File: src/rtl/epsilon_pkg.sv
// Shared types and helpers for the epsilon conditioner: FSM state encoding,
// von Neumann pair encodings and derived width helpers.
package epsilon_pkg;

  typedef enum logic [1:0] {
    ST_IDLE    = 2'd0,
    ST_COLLECT = 2'd1,
    ST_DRAIN   = 2'd2
  } state_e;

  // Pair is packed as {first_sample, second_sample}.
  localparam logic [1:0] VN_PAIR_01 = 2'b01;
  localparam logic [1:0] VN_PAIR_10 = 2'b10;

  function automatic int cnt_width(input int block_len);
    return $clog2(block_len + 1);
  endfunction

  function automatic logic vn_emits(input logic [1:0] pair);
    logic r;
    case (pair)
      VN_PAIR_01: r = 1'b1;
      VN_PAIR_10: r = 1'b1;
      default:    r = 1'b0;
    endcase
    return r;
  endfunction

  function automatic logic vn_bit(input logic [1:0] pair);
    return (pair == VN_PAIR_10);
  endfunction

endpackage

File: src/rtl/epsilon_fifo.sv
// First-word-fall-through FIFO carrying one data bit plus a last flag per entry.
// A simultaneous push and pop on a full FIFO is accepted.
module epsilon_fifo
  import epsilon_pkg::*;
#(
  parameter int DEPTH = 8
) (
  input  logic clk,
  input  logic rst,
  input  logic push_i,
  input  logic push_dat_i,
  input  logic push_last_i,
  input  logic pop_i,
  output logic dat_o,
  output logic last_o,
  output logic vld_o,
  output logic full_o,
  output logic empty_o
);

  localparam int AW = $clog2(DEPTH);
  localparam int CW = AW + 1;

  logic [DEPTH-1:0] dat_mem_q;
  logic [DEPTH-1:0] last_mem_q;
  logic [AW-1:0]    wr_ptr_q;
  logic [AW-1:0]    rd_ptr_q;
  logic [CW-1:0]    cnt_q;
  logic             wr_en_s;
  logic             rd_en_s;

  assign empty_o = (cnt_q == CW'(0));
  assign full_o  = (cnt_q == CW'(DEPTH));
  assign wr_en_s = push_i & (~full_o | pop_i);
  assign rd_en_s = pop_i & ~empty_o;

  // Head is gated so an empty FIFO presents 0 rather than a stale entry.
  assign vld_o  = ~empty_o;
  assign dat_o  = ~empty_o & dat_mem_q[rd_ptr_q];
  assign last_o = ~empty_o & last_mem_q[rd_ptr_q];

  always_ff @(posedge clk) begin
    if (rst) begin
      dat_mem_q  <= '0;
      last_mem_q <= '0;
      wr_ptr_q   <= '0;
      rd_ptr_q   <= '0;
      cnt_q      <= '0;
    end else begin
      if (wr_en_s) begin
        dat_mem_q[wr_ptr_q]  <= push_dat_i;
        last_mem_q[wr_ptr_q] <= push_last_i;
        wr_ptr_q             <= wr_ptr_q + AW'(1);
      end
      if (rd_en_s) begin
        rd_ptr_q <= rd_ptr_q + AW'(1);
      end
      case ({wr_en_s, rd_en_s})
        2'b10:   cnt_q <= cnt_q + CW'(1);
        2'b01:   cnt_q <= cnt_q - CW'(1);
        default: cnt_q <= cnt_q;
      endcase
    end
  end

endmodule

File: src/rtl/epsilon_conditioner.sv
// Raw entropy conditioner: synchroniser, sample divider, optional von Neumann
// corrector (VN_DEBIAS_EN) and run framing FSM feeding a FWFT output FIFO.
module epsilon_conditioner
  import epsilon_pkg::*;
#(
  parameter int SYNC_STAGES = 2,
  parameter int DIV_W       = 8,
  parameter int BLOCK_LEN   = 128,
  parameter int FIFO_DEPTH  = 8
) (
  input  logic                           clk,
  input  logic                           rst,
  input  logic                           raw_in,
  input  logic [DIV_W-1:0]               div_ratio,
  input  logic                           start,
  output logic                           eps_dat,
  output logic                           eps_vld,
  input  logic                           eps_rdy,
  output logic                           eps_last,
  output logic                           busy,
  output logic                           done,
  output logic                           overflow,
  output logic [$clog2(BLOCK_LEN+1)-1:0] bit_count
);

  localparam int               CNT_W    = cnt_width(BLOCK_LEN);
  localparam logic [CNT_W-1:0] CNT_LAST = CNT_W'(BLOCK_LEN - 1);

  state_e             state_q;
  logic [SYNC_STAGES-1:0] sync_q;
  logic [DIV_W-1:0]   ratio_q;
  logic [DIV_W-1:0]   div_q;
  logic [DIV_W-1:0]   div_d;
  logic [CNT_W-1:0]   cnt_q;
  logic               ovf_q;
  logic               busy_q;
  logic               done_q;

  logic sample_s;
  logic run_start_s;
  logic tick_s;
  logic emit_s;
  logic emit_bit_s;
  logic push_s;
  logic drop_s;
  logic pop_s;
  logic full_s;
  logic empty_s;
  logic fifo_vld_s;

  always_ff @(posedge clk) begin
    if (rst) sync_q <= '0;
    else     sync_q <= {sync_q[SYNC_STAGES-2:0], raw_in};
  end

  assign sample_s    = sync_q[SYNC_STAGES-1];
  assign run_start_s = (state_q == ST_IDLE) && start;
  assign tick_s      = (state_q == ST_COLLECT) && (div_q == ratio_q);
  assign div_d       = tick_s ? '0 : div_q + DIV_W'(1);

`ifdef VN_DEBIAS_EN
  logic       pair_vld_q;
  logic       pair_s0_q;
  logic [1:0] pair_s;

  always_ff @(posedge clk) begin
    if (rst || run_start_s) begin
      pair_vld_q <= 1'b0;
      pair_s0_q  <= 1'b0;
    end else if (tick_s) begin
      pair_vld_q <= ~pair_vld_q;
      pair_s0_q  <= pair_vld_q ? pair_s0_q : sample_s;
    end
  end

  assign pair_s     = {pair_s0_q, sample_s};
  assign emit_s     = tick_s & pair_vld_q & vn_emits(pair_s);
  assign emit_bit_s = vn_bit(pair_s);
`else
  assign emit_s     = tick_s;
  assign emit_bit_s = sample_s;
`endif

  // A pop frees a slot in the same cycle, so a full FIFO being drained is no drop.
  assign pop_s  = fifo_vld_s & eps_rdy;
  assign push_s = emit_s & (~full_s | pop_s);
  assign drop_s = emit_s & full_s & ~pop_s;

  always_ff @(posedge clk) begin
    if (rst) begin
      state_q <= ST_IDLE;
      ratio_q <= '0;
      div_q   <= '0;
      cnt_q   <= '0;
      ovf_q   <= 1'b0;
      busy_q  <= 1'b0;
      done_q  <= 1'b0;
    end else begin
      done_q <= 1'b0;
      case (state_q)
        ST_IDLE: begin
          if (start) begin
            state_q <= ST_COLLECT;
            busy_q  <= 1'b1;
            ratio_q <= div_ratio;
            div_q   <= '0;
            cnt_q   <= '0;
            ovf_q   <= 1'b0;
          end
        end
        ST_COLLECT: begin
          div_q <= div_d;
          if (drop_s) ovf_q <= 1'b1;
          if (push_s) begin
            cnt_q <= cnt_q + CNT_W'(1);
            if (cnt_q == CNT_LAST) state_q <= ST_DRAIN;
          end
        end
        ST_DRAIN: begin
          if (empty_s) begin
            state_q <= ST_IDLE;
            busy_q  <= 1'b0;
            done_q  <= 1'b1;
          end
        end
        default: begin
          state_q <= ST_IDLE;
          busy_q  <= 1'b0;
        end
      endcase
    end
  end

  epsilon_fifo #(
    .DEPTH(FIFO_DEPTH)
  ) u_fifo (
    .clk        (clk),
    .rst        (rst),
    .push_i     (push_s),
    .push_dat_i (emit_bit_s),
    .push_last_i(cnt_q == CNT_LAST),
    .pop_i      (pop_s),
    .dat_o      (eps_dat),
    .last_o     (eps_last),
    .vld_o      (fifo_vld_s),
    .full_o     (full_s),
    .empty_o    (empty_s)
  );

  assign eps_vld   = fifo_vld_s;
  assign busy      = busy_q;
  assign done      = done_q;
  assign overflow  = ovf_q;
  assign bit_count = cnt_q;

endmodule
File: config.mk
export PLATFORM = sky130hd
export DESIGN_NAME = epsilon_conditioner
export DESIGN_NICKNAME = d
export VERILOG_FILES = /design/src/rtl/epsilon_pkg.sv /design/src/rtl/epsilon_fifo.sv /design/src/rtl/epsilon_conditioner.sv
export SDC_FILE = /design/constraint.sdc
export NUM_CORES = 1
export LEC_CHECK = 0
export BUFFER_PORTS_ARGS = -buffer_cell sky130_fd_sc_hd__buf_2
export CORE_ASPECT_RATIO = 1.1
export CORE_UTILIZATION = 37
export DETAILED_ROUTE_END_ITERATION = 12
export HOLD_SLACK_MARGIN = 0.1
export PLACE_DENSITY = 0.6
export SLEW_MARGIN = 20
export SYNTH_ARGS = -nofsm -noshare
export SYNTH_HDL_FRONTEND = slang
export SYNTH_SLANG_ARGS = --single-unit
File: constraint.sdc
create_clock -name clk -period 4.1 [get_ports clk]
set_input_delay 1.025 -clock clk [delete_from_list [all_inputs] [get_ports clk]]
set_output_delay 1.025 -clock clk [all_outputs]
set_load 0.02 [all_outputs]
==> results.toml <==
[floorplanning]
ios = 27
num_rows = 32
core_area_mm2 = 0.00701
die-area_mm2 = 0.00760
chipHeight_um = 91.3
die_width_um = 83.2
start_util_pct = 38.3

[timing]
rsz0062_at_grt = "false"
fin_skew_ns = 0.00586
timing.final.crit_share_pct = 78.5
setup_viol = 0
period_minus_slack_ns = 3.22
report.final.slew_viol_count = 0
finalSetupTns_ns = 0
final-hold-violation-count = 0
fmax_mhz = 311
worst_slew_pin_slew_ns = 0.902
slew_headroom_pct = 39.5

[global_route]
grt.total_usage_pct = 17.3
grt_pass1_vias = 2127
grt_antenna_before_repair = 0
grt_max_degree = 49
grt_pass1_wl_um = 10400
gr-total-overflow = 0

[cells_and_area]
multiInputGateArea_mm2 = 0.00145
layout_common_cells = "dfxtp_1 (57), nand2_1 (30), nor2_1 (30)"
regArea_mm2 = 0.00114
final_common_cell = "dfxtp_1"
diodes = 0
layout-drive-gt1-share_pct = 16.4
stdcell_count = 415
finish.net_count = 345
areaGrowthSynthToFinish_pct = 16.2
nFillCells = 705
fin_util_pct = 44.5

[synth]
synth.distinct_cells = 43
synth_top_family_by_area = "simple AND/OR/NAND/NOR gates"
synth-simple-area-share_pct = 24.0
synth-main-ff-cell = "dfxtp_1"
syn_avg_cell_area_um2 = 8.98
yosys.area.top_type_share_pct = 42.5
syn_inst = 299
synth_compound_area_share_pct = 12.1
yosys.area.top_type = "dfxtp_1"
synth.area.top_cells = "dfxtp_1 (42%), xor2_1 (5.2%), mux2i_1 (4.8%)"
synth-xor-area-share_pct = 6.20
synth_mux_area_share_pct = 8.62
synthArstFlopShare_pct = 0
seq_area_frac_synth_pct = 42.5
syn-cell-area_mm2 = 0.00269
synth.ff_latch_count = 57
synth-edff-count = 0
synthAdderAreaFrac_pct = 3.26
ys_warn_count = 0
syn_nets = 319

[worst_setup_path]
cp.required_ns = 4.36
worstPathCellList = "buf_2 -> nor2b_1 -> a211oi_4 -> and4_1 -> inv_4 -> ha_1 -> xor2_1 -> ha_1 -> a21oi_1 -> xor2_1 -> or3_1 -> a21oi_1"
crit_fanout = 16
crit_type = "input pin to flip-flop"
critPathTopFamily = "simple AND/OR/NAND/NOR gates"
cp.arrival_ns = 3.48
end_kind = "flip-flop"
critPathBufInv = 2
setup.worst_path.start_class = "input pin"
cp_slowest_stage_delay_ns = 0.45
cp_slowest_cell = "and4_1"

[route]
routed_wl_um = 5850
antenna_left = 0
drc = 0
drt_first_pass_iters = 4
vias = 2158
drt-vias-per-instance = 5.20
dr.first_iter.drc_count = 126
routedWlPerCell_um = 14.1

[clocking]
cts_tree = "done"
cts_made_buffers = 9
postCtsHoldBufs = 0
cts_root_buf = "clkbuf_8"
htree_levels = 3
cts-resized-gates = 0
clockBufferDepth = 2
clock_latency_ns = 0.33
numClockSinks = 57
post-cts-setup-buffers = 0
clk_pin_slew_worst_paths_ns = 0.07

[power]
powerDensity_mw_per_mm2 = 483
p_leak_nw = 1.29
ir_drop_mv = 0.306

[placed_design]
dp_hpwl_um = 4150
port_buffers = 26
gp_congestion = 0.848
dp_cells = 399

[outcome]
outcome = "finished, final reports clean"

[hold_path]
worstHoldPathType = "flip-flop to flip-flop"

[run]
cap_violations = 0
-- cell usage after synthesis, types with 2 or more instances --
library cell,number
dfxtp_1,57
nand2_1,30
nor2_1,30
a21oi_1,22
o21ai_0,17
xor2_1,16
mux2i_1,13
nand3_1,12
clkbuf_1,9
nand3b_1,9
nand4_1,9
ha_1,7
nor2b_1,5
inv_1,4
mux4_2,4
nand2b_1,4
nor3_1,4
nor3b_1,4
or3_1,4
or4_1,4
a22o_1,3
o31ai_1,3
xnor2_1,3
a21o_1,2
and3_1,2
buf_1,2
buf_6,2
nor4_1,2
o211ai_1,2
-- final cells by class --
class / count / area share [%]
Inverter: 5 / 0.682
Clock inverter: 5 / 3.29
Tap cell: 85 / 3.41
Multi-Input combinational cell: 223 / 46.6
Timing Repair Buffer: 29 / 4.89
Clock buffer: 11 / 4.53
Sequential cell: 57 / 36.6
-- worst paths after layout --
check        cells after the start              end  startpoint  slack (ns)
min                              1        sync_q[1]   sync_q[0]        0.44
max                             12  u_fifo.cnt_q[2]     eps_rdy        0.88
max reg2reg                     12  u_fifo.cnt_q[2]    div_q[1]        1.11
min reg2reg                      1        sync_q[1]   sync_q[0]        0.44
-- registers in the layout, summed over array words and instances, names as in the netlist --
| register | count |
|---|---|
| u_fifo.last_mem_q | 8 |
| busy | 1 |
| u_fifo.rd_ptr_q | 3 |
| bit_count | 8 |
| ratio_q | 8 |
| u_fifo.dat_mem_q | 8 |
| done | 1 |
| sync_q | 2 |
| div_q | 8 |
| state_q | 2 |
| overflow | 1 |
| u_fifo.cnt_q | 4 |
| u_fifo.wr_ptr_q | 3 |
-- metrics by stage --
stage / setup WS (ns) / power, mW / cell area, µm² / hold WS, ns
5_1_grt: 0.650 / 1.58 / 3120 / 0.480
2_1_floorplan: 0.867 / 0.804 / 2690 / 0.414
3_5_place_dp: 0.530 / 0.871 / 2880 / 0.427
6_report: 0.881 / 1.51 / 3120 / 0.438
3_3_place_gp: 0.610 / 0.866 / 2880 / 0.422
4_1_cts: 0.880 / 1.52 / 3120 / 0.448
-- per-layer routing --
metal  up-vias  share of wire (%)  GRT usage [%]
li1       1106                  -              -
met1      1001                 50           22.6
met2        40                 45           27.0
met3        11                3.3           3.91
met4         0                2.1           7.76
met5         -                  0              0
-- cell families (layout without fill, tap and decap cells) --
group / Yosys count / in the layout
mux: 18 / 18
flops: 57 / 57
simple gates: 125 / 125
xor+xnor: 19 / 19
compound gates: 54 / 54
buf+inv: 19 / 50
fa+ha+maj: 7 / 7
-- where the power goes --
part / leakage [nW] / internal [mW] / switching, mW
clock: 0.120 / 0.419 / 0.228
sequential: 0.462 / 0.578 / 0.0402
combinational: 0.709 / 0.100 / 0.142
total: 1.29 / 1.10 / 0.410
(Power assumes the default switching activity.)
